<file path="src/rtl/alu_seq.sv">
// Multi-byte ALU sequencer: steps an 8-bit ALU through a chain of len_i+1 bytes and folds the per-byte flags.
// Optional feature macro: ALU_SEQ_CARRYIN_EN (adds carry_i and a carried first byte for ADD/SUB/SLL/SRL).
module alu_seq #(
    parameter int LENW = 3
) (
    input  logic            clk,
    input  logic            rst_n,
`ifdef ALU_SEQ_CARRYIN_EN
    input  logic            carry_i,
`endif
    input  logic            start_i,
    input  logic [2:0]      op_i,
    input  logic [LENW-1:0] len_i,
    input  logic            gnt_i,
    output logic            req_o,
    output logic [5:0]      aluinst_o,
    output logic            c_alu_o,
    output logic [LENW-1:0] idx_o,
    output logic            we_o,
    input  logic            c_alu_i,
    input  logic            z_alu_i,
    input  logic            n_alu_i,
    input  logic            o_alu_i,
    output logic            c_o,
    output logic            z_o,
    output logic            n_o,
    output logic            o_o,
    output logic            busy_o,
    output logic            done_o
);

    typedef enum logic [5:0] {
        ALUINST_PASS0 = 6'h00,
        ALUINST_ADD   = 6'h01,
        ALUINST_ADC   = 6'h02,
        ALUINST_SUB   = 6'h03,
        ALUINST_SBC   = 6'h04,
        ALUINST_AND   = 6'h05,
        ALUINST_OR    = 6'h06,
        ALUINST_XOR   = 6'h07,
        ALUINST_SLL   = 6'h08,
        ALUINST_RLC   = 6'h09,
        ALUINST_SRL   = 6'h0A,
        ALUINST_RRC   = 6'h0B
    } aluinst_t;

    typedef enum logic [1:0] {
        ST_IDLE = 2'd0,
        ST_RUN  = 2'd1,
        ST_DONE = 2'd2
    } state_t;

    localparam logic [2:0] OP_ADD = 3'd0;
    localparam logic [2:0] OP_SUB = 3'd1;
    localparam logic [2:0] OP_AND = 3'd2;
    localparam logic [2:0] OP_OR  = 3'd3;
    localparam logic [2:0] OP_XOR = 3'd4;
    localparam logic [2:0] OP_SLL = 3'd5;
    localparam logic [2:0] OP_SRL = 3'd6;

    state_t          state_q, state_d;
    logic [2:0]      op_q, op_d;
    logic [LENW-1:0] len_q, len_d;
    logic [LENW-1:0] idx_q, idx_d;
    logic            first_q, first_d;
    logic            carry_q, carry_d;
    logic            zacc_q, zacc_d;
    logic            par_q, par_d;
    logic            nlen_q, nlen_d;
    logic            olen_q, olen_d;
    logic            c_q, c_d;
    logic            z_q, z_d;
    logic            n_q, n_d;
    logic            o_q, o_d;

    logic            start_carry;
    logic            plain_first;
    aluinst_t        run_inst;
    logic            at_len, last_byte, arith;
    logic            z_fin, par_fin, n_fin, olen_fin;

    // With carry-in enabled every arithmetic/shift byte is a carried one, seeded from carry_i.
`ifdef ALU_SEQ_CARRYIN_EN
    assign start_carry = carry_i;
    assign plain_first = 1'b0;
`else
    assign start_carry = 1'b0;
    assign plain_first = first_q;
`endif

    assign at_len    = (idx_q == len_q);
    assign last_byte = (op_q == OP_SRL) ? (idx_q == '0) : at_len;
    assign arith     = (op_q == OP_ADD) || (op_q == OP_SUB);
    assign z_fin     = zacc_q & z_alu_i;
    assign par_fin   = par_q ^ o_alu_i;
    assign n_fin     = at_len ? n_alu_i : nlen_q;
    assign olen_fin  = at_len ? o_alu_i : olen_q;

    always_comb begin
        run_inst = ALUINST_ADD;
        case (op_q)
            OP_ADD:  run_inst = plain_first ? ALUINST_ADD : ALUINST_ADC;
            OP_SUB:  run_inst = plain_first ? ALUINST_SUB : ALUINST_SBC;
            OP_AND:  run_inst = ALUINST_AND;
            OP_OR:   run_inst = ALUINST_OR;
            OP_XOR:  run_inst = ALUINST_XOR;
            OP_SLL:  run_inst = plain_first ? ALUINST_SLL : ALUINST_RLC;
            OP_SRL:  run_inst = plain_first ? ALUINST_SRL : ALUINST_RRC;
            default: run_inst = plain_first ? ALUINST_ADD : ALUINST_ADC;
        endcase
    end

    always_comb begin
        state_d   = state_q;
        op_d      = op_q;
        len_d     = len_q;
        idx_d     = idx_q;
        first_d   = first_q;
        carry_d   = carry_q;
        zacc_d    = zacc_q;
        par_d     = par_q;
        nlen_d    = nlen_q;
        olen_d    = olen_q;
        c_d       = c_q;
        z_d       = z_q;
        n_d       = n_q;
        o_d       = o_q;
        req_o     = 1'b0;
        busy_o    = 1'b0;
        done_o    = 1'b0;
        we_o      = 1'b0;
        idx_o     = '0;
        c_alu_o   = 1'b0;
        aluinst_o = ALUINST_PASS0;
        case (state_q)
            ST_IDLE: begin
                if (start_i) begin
                    state_d = ST_RUN;
                    // Reserved opcode 7 is folded into ADD once, at latch time.
                    op_d    = (op_i == 3'd7) ? OP_ADD : op_i;
                    len_d   = len_i;
                    idx_d   = (op_i == OP_SRL) ? len_i : '0;
                    first_d = 1'b1;
                    carry_d = start_carry;
                    zacc_d  = 1'b1;
                    par_d   = 1'b0;
                    nlen_d  = 1'b0;
                    olen_d  = 1'b0;
                end
            end
            ST_RUN: begin
                req_o     = 1'b1;
                busy_o    = 1'b1;
                we_o      = gnt_i;
                idx_o     = idx_q;
                c_alu_o   = carry_q;
                aluinst_o = run_inst;
                if (gnt_i) begin
                    first_d = 1'b0;
                    carry_d = c_alu_i;
                    zacc_d  = z_fin;
                    par_d   = par_fin;
                    nlen_d  = n_fin;
                    olen_d  = olen_fin;
                    if (last_byte) begin
                        state_d = ST_DONE;
                        c_d     = c_alu_i;
                        z_d     = z_fin;
                        n_d     = n_fin;
                        o_d     = arith ? olen_fin : par_fin;
                    end else if (op_q == OP_SRL) begin
                        idx_d = idx_q - LENW'(1);
                    end else begin
                        idx_d = idx_q + LENW'(1);
                    end
                end
            end
            ST_DONE: begin
                done_o  = 1'b1;
                state_d = ST_IDLE;
            end
            default: state_d = ST_IDLE;
        endcase
    end

    always_ff @(posedge clk or negedge rst_n) begin
        if (!rst_n) begin
            state_q <= ST_IDLE;
            op_q    <= OP_ADD;
            len_q   <= '0;
            idx_q   <= '0;
            first_q <= 1'b0;
            carry_q <= 1'b0;
            zacc_q  <= 1'b0;
            par_q   <= 1'b0;
            nlen_q  <= 1'b0;
            olen_q  <= 1'b0;
            c_q     <= 1'b0;
            z_q     <= 1'b0;
            n_q     <= 1'b0;
            o_q     <= 1'b0;
        end else begin
            state_q <= state_d;
            op_q    <= op_d;
            len_q   <= len_d;
            idx_q   <= idx_d;
            first_q <= first_d;
            carry_q <= carry_d;
            zacc_q  <= zacc_d;
            par_q   <= par_d;
            nlen_q  <= nlen_d;
            olen_q  <= olen_d;
            c_q     <= c_d;
            z_q     <= z_d;
            n_q     <= n_d;
            o_q     <= o_d;
        end
    end

    assign c_o = c_q;
    assign z_o = z_q;
    assign n_o = n_q;
    assign o_o = o_q;

endmodule

</file>
<file path="config.mk">
export PLATFORM = sky130hd
export DESIGN_NAME = alu_seq
export DESIGN_NICKNAME = d
export VERILOG_FILES = /design/src/rtl/alu_seq.sv
export SDC_FILE = /design/constraint.sdc
export NUM_CORES = 1
export LEC_CHECK = 0
export ABC_AREA = 1
export ABC_CLOCK_PERIOD_IN_PS = 1650
export BUFFER_PORTS_ARGS = -buffer_cell sky130_fd_sc_hd__buf_2
export CORE_MARGIN = 2
export CORE_UTILIZATION = 52
export CTS_CLUSTER_DIAMETER = 80
export DETAILED_ROUTE_END_ITERATION = 16
export GPL_TIMING_DRIVEN = 0
export HOLD_SLACK_MARGIN = 0.1
export PLACE_DENSITY = 0.86
export SETUP_SLACK_MARGIN = 0.15
export SYNTH_ARGS = -nofsm -noshare
export SYNTH_HDL_FRONTEND = slang
export SYNTH_SLANG_ARGS = --single-unit
</file>
<file path="constraint.sdc">
create_clock -name clk -period 1.65 [get_ports clk]
set_input_delay 0.2475 -clock clk [delete_from_list [all_inputs] [get_ports clk]]
set_output_delay 0.2475 -clock clk [all_outputs]
set_load 0.01 [all_outputs]
</file>
==> results by group <==
STA
  – Final WS setup: -118 ps
  – Fmax: 566 MHz
  – Number of hold violations in the final report: 0
  – Final Cycle Share: 107%
  – # setup viols final: 4
  – RSZ-0062 raised after global routing: yes
  – Final clock skew: 3.49 ps
  – Pins Over Slew Limit: 0
  – Final min period: 1770 ps

Place
  – IO Port Bufs: 29
  – Pre-CTS setup slack: 118 ps
  – Routability cong.: 0.828
  – Placed cells: 234
  – Post-DP HPWL: 2230 um

Clock network
  – CTS Root Buffer Type: clkbuf_4
  – Clk_lat worst skew: 300 ps
  – Max clock buf depth: 2
  – Clock-pin slew on the worst setup and hold paths: 110 ps
  – Clock sink count: 21
  – Number of H-tree levels: 1
  – CTS tree: done
  – Number of CTS-inserted buffers: 3

Logic synthesis
  – Ranking of synthesized cells by area: dfrtp_1 41%, nand2_1 18%, inv_1 6.2%, o21ai_0 5.5%, nand3_1 5.1%
  – Synth Register Bits: 21
  – Post-synth cell types: 23
  – Syn Inst Count: 176
  – Ys Warns: 0
  – Yosys top cell area share: 41.5%
  – Syn Area/Cell: 7.20 um^2
  – Area leader, netlist: dfrtp_1
  – Seq/Total Area, Yosys: 41.5%
  – Cell Area, Synth: 1270 um^2

Power and ir drop
  – Pleak: 0.971 nW
  – Peak supply drop: 0.00144 V
  – P per Cell Area: 2070 nW/um^2

Route
  – Detailed-route via count: 1391
  – Routed vias/inst: 5.39
  – Router iterations before antenna repair: 4
  – DRC: 0
  – Routed len/inst: 14.4 um
  – ANT nets after route: 0
  – Iter 0 DRT Violations: 39
  – Final WL: 3730 um

Min path
  – Hold Startpoint: gnt_i
  – Worst hold path endpoint: state_q[0]
  – Min-Delay Path Class: primary input to flop
  – Worst hold stages: 2

Floorplanning
  – Site row count: 17
  – Die Span Y: 53.4 um
  – I/O Pins: 32
  – Die X: 53.4 um
  – Starting Density: 56.2%
  – Core Box Area: 2250 um^2
  – Die ar.: 2850 um^2

Finish
  – Final net count: 246
  – Filler instances: 143
  – Most frequent cells in the layout: 47 x nand2_1, 30 x buf_2, 19 x dfrtp_1
  – Ant. Diodes: 0
  – Post-layout util: 81.4%
  – Most common cell after layout, fill and taps aside: nand2_1
  – Share of layout cells above drive strength 1: 45.2%
  – Non-filler cells, final: 258
  – P&R area growth vs syn: 44.7%

GRT
  – Largest net degree at the start of global routing: 22
  – Vias in the first global route: 1234
  – Total gr overflow: 0
  – Antenna violations before repair: 0
  – All-Layer GR Usage: 25.1%
  – Wire length of the first global-routing pass: 5180 um

Critical path
  – Critical Path RT: 1400 ps
  – WS Path Type: flop to output pin
  – Critical-path maximum fanout: 3
  – Worst R2R Start: op_q[0]
  – Reg2reg setup slack: 0 ps
  – CP max stage delay: 470 ps
  – CP max stage cell: dfrtp_1
  – Worst EP arrival: 1520 ps
  – Critical Path End Type: output pin
  – Reg2Reg Depth: 14
  – Reg-to-Reg End: idx_q[2]
  – Worst-path cell chain: buf_6, nand2_4, nor3_4, a31oi_1, a21oi_1, buf_2
  – Startpoint class of the critical path: flop

Flow run
  – Max cap viols: 0

Run status
  – Status: complete, but fails checks
  – Failing checks: setup timing
[power breakdown]
group | internal [mW] | switching [mW]
Combinational | 1.12 | 1.50
Clock | 0.0944 | 0.155
Sequential | 0.739 | 0.194
Total | 1.95 | 1.85
[worst max path at each step]
stage	startpoint	to	slack (ps)	depth (start not counted)
5_1_grt	op_q[0]	aluinst_o[0]	-170	6
2_1_floorplan	op_q[0]	idx_q[2]	280	13
4_1_cts	op_q[0]	aluinst_o[0]	10	6
6_report	op_q[0]	aluinst_o[0]	-120	6
3_3_place_gp	op_q[1]	aluinst_o[0]	200	7
3_5_place_dp	op_q[1]	aluinst_o[0]	120	7
[critical path: cells and delay by family, from the launching register on]
kind / cells / cell delay [ps]
buffers and inverters: 2 / 290
and+or+nand+nor: 2 / 260
DFF: 1 / 470
AOI/OAI and AO/OA: 2 / 210
[layout make-up]
cell class	count	area [um^2]	share of cell area, %
Sequential cell	21	528	28.8
Tap cell	28	35.0	1.91
Inverter	25	104	5.66
Timing Repair Buffer	49	338	18.4
Buffer	6	50.0	2.73
Multi-Input combinational cell	125	753	41.1
Clock buffer	4	26.3	1.43
[kinds of logic (layout without fill, tap and decap cells)]
kind of cell / count (synthesis) / count (layout) / share of synthesized area [%]
AOI/OAI and AO/OA: 22 / 22 / 9.08
other: 1 / 2 / 0.296
xor gates and xnor gates: 2 / 2 / 1.97
and+or+nand+nor: 98 / 98 / 35.3
DFF: 21 / 21 / 41.5
adders and majority gates: 1 / 1 / 0.987
buffers and inverters: 31 / 84 / 10.9
[state kept, by name, summed over array words and instances (netlist names), 2 cells and up]
name / flops
op_q: 3
state_q: 2
idx_q: 3
len_q: 3
[what timing repair did]
| item | CTS | global route |
|---|---|---|
| buffers inserted | 9 | 10 |
| pin swaps | 5 | 18 |
| gates resized for setup | 22 | 35 |
| hold buffers | 1 | 0 |
| endpoints found under the hold margin | 21 | 0 |
| setup endpoints to repair | 10 | 16 |
[per-stage QoR]
step	power [mW]	setup TNS, ps	hold slack (ps)	instance area, um^2
after floorplan	2.08	0	-48.1	1270
after global placement	2.48	0	221	1450
after detailed placement	2.55	0	231	1450
after CTS	3.13	0	135	1610
after global routing	4.04	-547	126	1830
final	3.80	-180	113	1830
[synth_stat cells]
library cell  count
a21oi_1           5
a31oi_1           2
buf_2             2
buf_4             3
buf_6             1
conb_1            1
dfrtp_1          21
ha_1              1
inv_1            21
inv_2             4
nand2_1          61
nand2_2           2
nand3_1          13
nand3_2           4
nand3_4           1
nand4_1           4
nor2_1           10
nor2_4            1
nor3_1            2
o21ai_0          14
o21bai_1          1
xnor2_1           1
xnor2_2           1
[routing by layer]
layer	vias to the layer above	GRT usage [%]	wire length, um
met5	-	0	0
met4	0	8.97	38
met3	7	2.26	209
met2	60	44.7	1980
met1	661	31.4	1500
li1	663	-	-
Note: power is estimated with default switching activity, not from simulation.
